File: src/rtl/station_ctrl.sv
// station_ctrl: sequencing controller for the line follower's barcode reader and
// drive enable. Accepts GO/STOP commands, consumes station IDs, stops and buzzes
// on reaching the commanded station, and aborts the run on a watchdog expiry.
module station_ctrl #(
    parameter int unsigned TIMEOUT  = 50_000_000,
    parameter int unsigned BUZZ_CYC = 25_000_000
) (
    input  logic       clk,
    input  logic       rst,
    input  logic [7:0] cmd,
    input  logic       cmd_rdy,
    output logic       clr_cmd_rdy,
    input  logic [7:0] ID,
    input  logic       ID_vld,
    output logic       clr_ID_vld,
    output logic       go,
    output logic       buzz,
    output logic       arrived,
    output logic       timeout,
    output logic [5:0] last_stn
);

    localparam int unsigned TMO_W  = (TIMEOUT  > 1) ? $clog2(TIMEOUT)  : 1;
    localparam int unsigned BUZZ_W = (BUZZ_CYC > 1) ? $clog2(BUZZ_CYC) : 1;
    localparam int unsigned STN_W  = 6;

    localparam logic [1:0] OP_STOP = 2'b00;
    localparam logic [1:0] OP_GO   = 2'b01;

    localparam logic [TMO_W-1:0]  TMO_LAST  = TMO_W'(TIMEOUT - 1);
    localparam logic [BUZZ_W-1:0] BUZZ_LAST = BUZZ_W'(BUZZ_CYC - 1);

    typedef enum logic [1:0] {
        ST_IDLE   = 2'd0,
        ST_MOVING = 2'd1,
        ST_CHECK  = 2'd2,
        ST_BUZZ   = 2'd3
    } state_t;

    state_t state_q, state_d;

    logic [STN_W-1:0]  dest_q, dest_d;
    logic [STN_W-1:0]  last_stn_q, last_stn_d;
    logic [TMO_W-1:0]  tmo_cnt_q, tmo_cnt_d;
    logic [BUZZ_W-1:0] buzz_cnt_q, buzz_cnt_d;
    logic              go_q, go_d;
    logic              buzz_q, buzz_d;
    logic              arrived_q, arrived_d;
    logic              timeout_q, timeout_d;

    logic              cmd_go;
    logic              cmd_stop;
    logic              tmo_expired;
    logic              buzz_done;
    logic              stn_match;
    logic [TMO_W-1:0]  tmo_cnt_inc;

    // ID[7:6] is guaranteed zero by the reader and deliberately ignored.
    logic unused_id_hi;
    assign unused_id_hi = ^ID[7:6];

    // Command decode and counter/compare helpers shared by both comb processes.
    always_comb begin
        cmd_go      = (cmd[7:6] == OP_GO);
        cmd_stop    = (cmd[7:6] == OP_STOP);
        tmo_expired = (tmo_cnt_q == TMO_LAST);
        buzz_done   = (buzz_cnt_q == BUZZ_LAST);
        stn_match   = (last_stn_q == dest_q);
        tmo_cnt_inc = (tmo_cnt_q == {TMO_W{1'b1}}) ? tmo_cnt_q : tmo_cnt_q + TMO_W'(1);
    end

    // State register.
    always_ff @(posedge clk or posedge rst) begin
        if (rst) begin
            state_q <= ST_IDLE;
        end else begin
            state_q <= state_d;
        end
    end

    // Next-state logic; a pending command always wins over a pending station ID.
    always_comb begin
        state_d = state_q;
        case (state_q)
            ST_IDLE: begin
                if (cmd_rdy && cmd_go) begin
                    state_d = ST_MOVING;
                end
            end
            ST_MOVING: begin
                if (cmd_rdy) begin
                    if (cmd_stop) begin
                        state_d = ST_IDLE;
                    end
                end else if (ID_vld) begin
                    state_d = ST_CHECK;
                end else if (tmo_expired) begin
                    state_d = ST_IDLE;
                end
            end
            ST_CHECK: begin
                state_d = stn_match ? ST_BUZZ : ST_MOVING;
            end
            ST_BUZZ: begin
                if (buzz_done) begin
                    state_d = ST_IDLE;
                end
            end
            default: state_d = ST_IDLE;
        endcase
    end

    // Output and datapath next-values: Mealy acknowledges plus register updates.
    always_comb begin
        clr_cmd_rdy = 1'b0;
        clr_ID_vld  = 1'b0;
        dest_d      = dest_q;
        last_stn_d  = last_stn_q;
        tmo_cnt_d   = tmo_cnt_q;
        buzz_cnt_d  = buzz_cnt_q;
        arrived_d   = arrived_q;
        timeout_d   = timeout_q;
        case (state_q)
            ST_IDLE: begin
                if (cmd_rdy) begin
                    clr_cmd_rdy = 1'b1;
                    if (cmd_go) begin
                        dest_d    = cmd[5:0];
                        tmo_cnt_d = '0;
                        arrived_d = 1'b0;
                        timeout_d = 1'b0;
                    end
                end else if (ID_vld) begin
                    clr_ID_vld = 1'b1;
                    last_stn_d = ID[5:0];
                end
            end
            ST_MOVING: begin
                tmo_cnt_d = tmo_cnt_inc;
                if (cmd_rdy) begin
                    clr_cmd_rdy = 1'b1;
                    if (cmd_go) begin
                        dest_d    = cmd[5:0];
                        tmo_cnt_d = '0;
                    end
                end else if (ID_vld) begin
                    clr_ID_vld = 1'b1;
                    last_stn_d = ID[5:0];
                end else if (tmo_expired) begin
                    timeout_d = 1'b1;
                end
            end
            ST_CHECK: begin
                tmo_cnt_d = tmo_cnt_inc;
                if (stn_match) begin
                    arrived_d  = 1'b1;
                    buzz_cnt_d = '0;
                end
            end
            ST_BUZZ: begin
                buzz_cnt_d = buzz_cnt_q + BUZZ_W'(1);
            end
            default: ;
        endcase
        // No handshake pulses may escape while reset is held.
        if (rst) begin
            clr_cmd_rdy = 1'b0;
            clr_ID_vld  = 1'b0;
        end
        go_d   = (state_d == ST_MOVING) || (state_d == ST_CHECK);
        buzz_d = (state_d == ST_BUZZ);
    end

    // Datapath and registered outputs.
    always_ff @(posedge clk or posedge rst) begin
        if (rst) begin
            dest_q     <= '0;
            last_stn_q <= '0;
            tmo_cnt_q  <= '0;
            buzz_cnt_q <= '0;
            go_q       <= 1'b0;
            buzz_q     <= 1'b0;
            arrived_q  <= 1'b0;
            timeout_q  <= 1'b0;
        end else begin
            dest_q     <= dest_d;
            last_stn_q <= last_stn_d;
            tmo_cnt_q  <= tmo_cnt_d;
            buzz_cnt_q <= buzz_cnt_d;
            go_q       <= go_d;
            buzz_q     <= buzz_d;
            arrived_q  <= arrived_d;
            timeout_q  <= timeout_d;
        end
    end

    assign go       = go_q;
    assign buzz     = buzz_q;
    assign arrived  = arrived_q;
    assign timeout  = timeout_q;
    assign last_stn = last_stn_q;

endmodule

File: config.mk
export PLATFORM = sky130hd
export DESIGN_NAME = station_ctrl
export DESIGN_NICKNAME = d
export VERILOG_FILES = /design/src/rtl/station_ctrl.sv
export SDC_FILE = /design/constraint.sdc
export NUM_CORES = 1
export LEC_CHECK = 0
export ABC_AREA = 1
export CAP_MARGIN = 20
export CORE_MARGIN = 2
export CORE_UTILIZATION = 35
export CTS_CLUSTER_DIAMETER = 150
export DETAILED_ROUTE_END_ITERATION = 10
export REMOVE_ABC_BUFFERS = 1
export SETUP_SLACK_MARGIN = 0.02
export SLEW_MARGIN = 20
export SYNTH_ARGS = -nofsm -noshare
export SYNTH_HDL_FRONTEND = slang
export SYNTH_SLANG_ARGS = --single-unit
File: constraint.sdc
create_clock -name clk -period 4.8 [get_ports clk]
set_clock_uncertainty 0.1 [all_clocks]
set_input_delay 0.96 -clock clk [delete_from_list [all_inputs] [get_ports clk]]
set_output_delay 0.96 -clock clk [all_outputs]
set_load 0.01 [all_outputs]
==> out/results.md <==
* status: finished, final reports clean
* Final Util: 41.05%
* Reg-to-Reg Start: state_q[1]
* Max FO, Critical Path: 11
* total gr overflow: 0
* switching share of total power: 37.04%
* final hold violation count: 0
* cell accounting for the most synthesized area: sky130_fd_sc_hd__dfrtp_1
* Worst Path Class, Setup: input port to output pin
* Avg Vias per Cell: 4.774
* cell-internal power: 0.001305 W
* setup violation total in the final timing report: 0
* Max Clk Rate: 272.2 MHz
* global-route total usage across every layer: 16.20%
* shortest period the worst path allows: 3674 ps
* Leak Pwr: 2.490 nW
* number of design rule violations left after detail routing: 0
* Layout fillers: 1364
* # nets final: 740
* die footprint: 14370 µm²
* power per cell area: 382.8 nW/µm²
* Worst EP arrival: 2610 ps
* clock tree root buffer cell: sky130_fd_sc_hd__clkbuf_16
* logic depth of the worst register-to-register path: 7
* die height: 119.9 µm
* placeable core region: 13190 µm²
* launch point of the critical path: cmd_rdy
* detailed placer's ending HPWL: 7944 µm
* number of violations reported at the end of detailed-routing iteration 0: 288
* last element of the critical path: clr_ID_vld
* portion of total power attributed to combinational logic: 33.2%
* global placer's final weighted congestion: 0.8800
* Clock power frac: 31.6%
* sequential element share of the synthesized area: 36.74%
* number of synthesized register bits: 69
* worst skew pair latency: 330 ps
* drt total wl: 10790 µm
* remaining number of nets flagged by the antenna check after routing: 0
* startpoint type of the worst setup path: input port
* share of final-layout standard cells stronger than drive strength 1: 9.484%
* number of vias after detailed routing: 4263
* Routed wire per std cell: 12.08 µm
* post-CTS resize count: 0
* measured slew at the worst slew-check pin: 775.6 ps
* Post-CTS Setup Inserts: 0
* Final Max Slew Viols: 0
* worst-case clock buffer depth: 2
* max cap viols: 0
* Pre-antenna DRT Iters: 4
* TritonCTS clock tree: built
* Placement Rows: 42
* total standard cell area after synthesis: 4700 µm²
* die width: 119.9 µm
* I/O Buffers: 29
* via count of the first global-routing pass: 4228
* count of hold buffers inserted by post-cts repair: 0
* TritonCTS sink count: 69
* maximum vdd ir drop: 0.2711 mV
* fraction of synthesized cell area taken by the top area cell type: 36.74%
* switching power: 0.0007680 W
* critical path required time: 3740 ps
* Worst setup EP type: output pin
* ranking of synthesized cells by area: sky130_fd_sc_hd__dfrtp_1 37%, sky130_fd_sc_hd__nand2_1 16%, sky130_fd_sc_hd__nor2_1 10%
* unrepaired setup endpoints after global routing: false
* global-route wire length before repair: 19140 µm
* count of inserted antenna diode cells: 0
* Avg Cell Area, Syn: 6.851 µm²
* worst rel slew slack: 48.17%
* clock buffers created by TritonCTS: 9
* clk slew on worst S/H paths: 50 ps
* effective utilization at floorplan: 35.63%
* Yosys warnings: 0
* fraction of power consumed by sequential logic: 35.2%
* FF-to-FF End: buzz_cnt_q[2]
* class of the tightest hold or removal check: register to register
* post-synthesis to final-layout area growth: 15.23%
* setup slack on the worst flop-to-flop path: 2000 ps
* final worst path period share: 76.53%
* H-Tree Level Count: 3
* largest net degree at the start of global routing: 51
* TNS Setup: 0 ps
* I/O Pins: 32
* synthesized instance count: 686
* number of antenna violations at the first check in global routing: 0
* Cell variety after synth: 35
registers in the layout, summed over array words and instances, names as in the netlist:
| signal | count |
|---|---|
| timeout | 1 |
| buzz | 1 |
| state_q | 2 |
| tmo_cnt_q | 26 |
| dest_q | 6 |
| go | 1 |
| last_stn | 6 |
| buzz_cnt_q | 25 |
| arrived | 1 |
worst min-delay path by stage:
| stage | start | cells past startpoint | to | slack, ps |
|---|---|---|---|---|
| finish | timeout | 2 | timeout | 380 |
| global route | timeout | 2 | timeout | 420 |
| CTS | timeout | 2 | timeout | 380 |
| detailed placement | timeout | 2 | timeout | 370 |
| global placement | timeout | 2 | timeout | 370 |
| floorplan | buzz_cnt_q[23] | 2 | buzz_cnt_q[23] | 390 |
layer usage:
layer  GRT usage [%]  wire (µm)
met4           4.191         94
met2           28.14       5415
met3           4.325        295
met1           19.90       4983
met5               0          0
critical path: stages:
cell and delay (ps):
sky130_fd_sc_hd__clkdlybuf4s50_1 470, sky130_fd_sc_hd__inv_1 120, sky130_fd_sc_hd__nand3_1 320, sky130_fd_sc_hd__nor2_1 190
sky130_fd_sc_hd__clkdlybuf4s50_1 550
final cells by class:
class / instances / area (µm²) / share of cell area, %
Multi-Input combinational cell: 518 / 2557 / 47.23
Sequential cell: 69 / 1727 / 31.89
Inverter: 84 / 315.3 / 5.823
Timing Repair Buffer: 31 / 305.3 / 5.638
Clock buffer: 9 / 225.2 / 4.159
Tap cell: 176 / 220.2 / 4.067
Clock inverter: 6 / 65.06 / 1.201
power by group through the flow:
stage	Clock [W]	Sequential, W	Combinational (W)
final	0.000656	0.000729	0.000688
after CTS	0.000674	0.000731	0.000702
after global placement	0	0.000738	0.000686
after floorplan	0	0.000745	0.000440
after detailed placement	0	0.000740	0.000701
after global routing	0.000700	0.000742	0.000789
kinds of logic (layout without fill, tap and decap cells):
kind of cell,count (synthesis),in the layout,share of synthesized area (%)
AOI/OAI and AO/OA,46,46,5.218
DFF,69,69,36.74
muxes,6,6,1.438
adders and majority gates,7,7,1.864
and+or+nand+nor,446,446,43.48
xor gates and xnor gates,13,13,2.423
buffers and inverters,99,130,8.839
cells in the mapped netlist:
master and number:
sky130_fd_sc_hd__clkinv_1 2, sky130_fd_sc_hd__o21ai_0 17, sky130_fd_sc_hd__nand3_1 55, sky130_fd_sc_hd__o21bai_1 1, sky130_fd_sc_hd__nand3_4 1, sky130_fd_sc_hd__inv_1 76
sky130_fd_sc_hd__nand3b_1 1, sky130_fd_sc_hd__xnor2_1 2, sky130_fd_sc_hd__a21o_1 2, sky130_fd_sc_hd__inv_2 6, sky130_fd_sc_hd__nand2_4 5, sky130_fd_sc_hd__o21ai_1 11
sky130_fd_sc_hd__nand3_2 13, sky130_fd_sc_hd__or2_0 1, sky130_fd_sc_hd__a21oi_1 13, sky130_fd_sc_hd__nand2_2 1, sky130_fd_sc_hd__nor2_2 6, sky130_fd_sc_hd__buf_6 3
sky130_fd_sc_hd__dfrtp_1 69, sky130_fd_sc_hd__or2_2 2, sky130_fd_sc_hd__xor2_1 11, sky130_fd_sc_hd__nand4_1 17, sky130_fd_sc_hd__nor2_4 2, sky130_fd_sc_hd__clkbuf_1 3
sky130_fd_sc_hd__nor3_2 3, sky130_fd_sc_hd__buf_4 4, sky130_fd_sc_hd__a21oi_2 2, sky130_fd_sc_hd__nor2_1 129, sky130_fd_sc_hd__mux2_2 6, sky130_fd_sc_hd__nand2_1 197
sky130_fd_sc_hd__ha_1 7, sky130_fd_sc_hd__buf_2 5, sky130_fd_sc_hd__nor2_8 3, sky130_fd_sc_hd__nor4_1 1, sky130_fd_sc_hd__nor3_1 9
stage by stage:
stage	worst slack, ps	power [W]	hold slack, ps	instances	area (µm²)
floorplan	2000	0.001185	393.4	671	4599
global placement	1147	0.001424	367.3	878	5125
detailed placement	1119	0.001441	367.3	878	5125
CTS	1121	0.002106	384.2	893	5415
global route	982.1	0.002230	422.8	893	5415
finish	1126	0.002073	382.0	893	5415
cell usage in the layout, fill, tap and decap left out, drive strengths merged, types with 9 or more instances in the layout:
master	synthesis	routed
clkdlybuf4s50	0	29
o21ai	28	28
nand4	17	17
inv	82	82
dfrtp	69	69
nor3	12	12
xor2	11	11
a21oi	15	15
nor2	140	140
clkbuf	3	9
nand3	69	69
nand2	203	203
(Power assumes the default switching activity.)
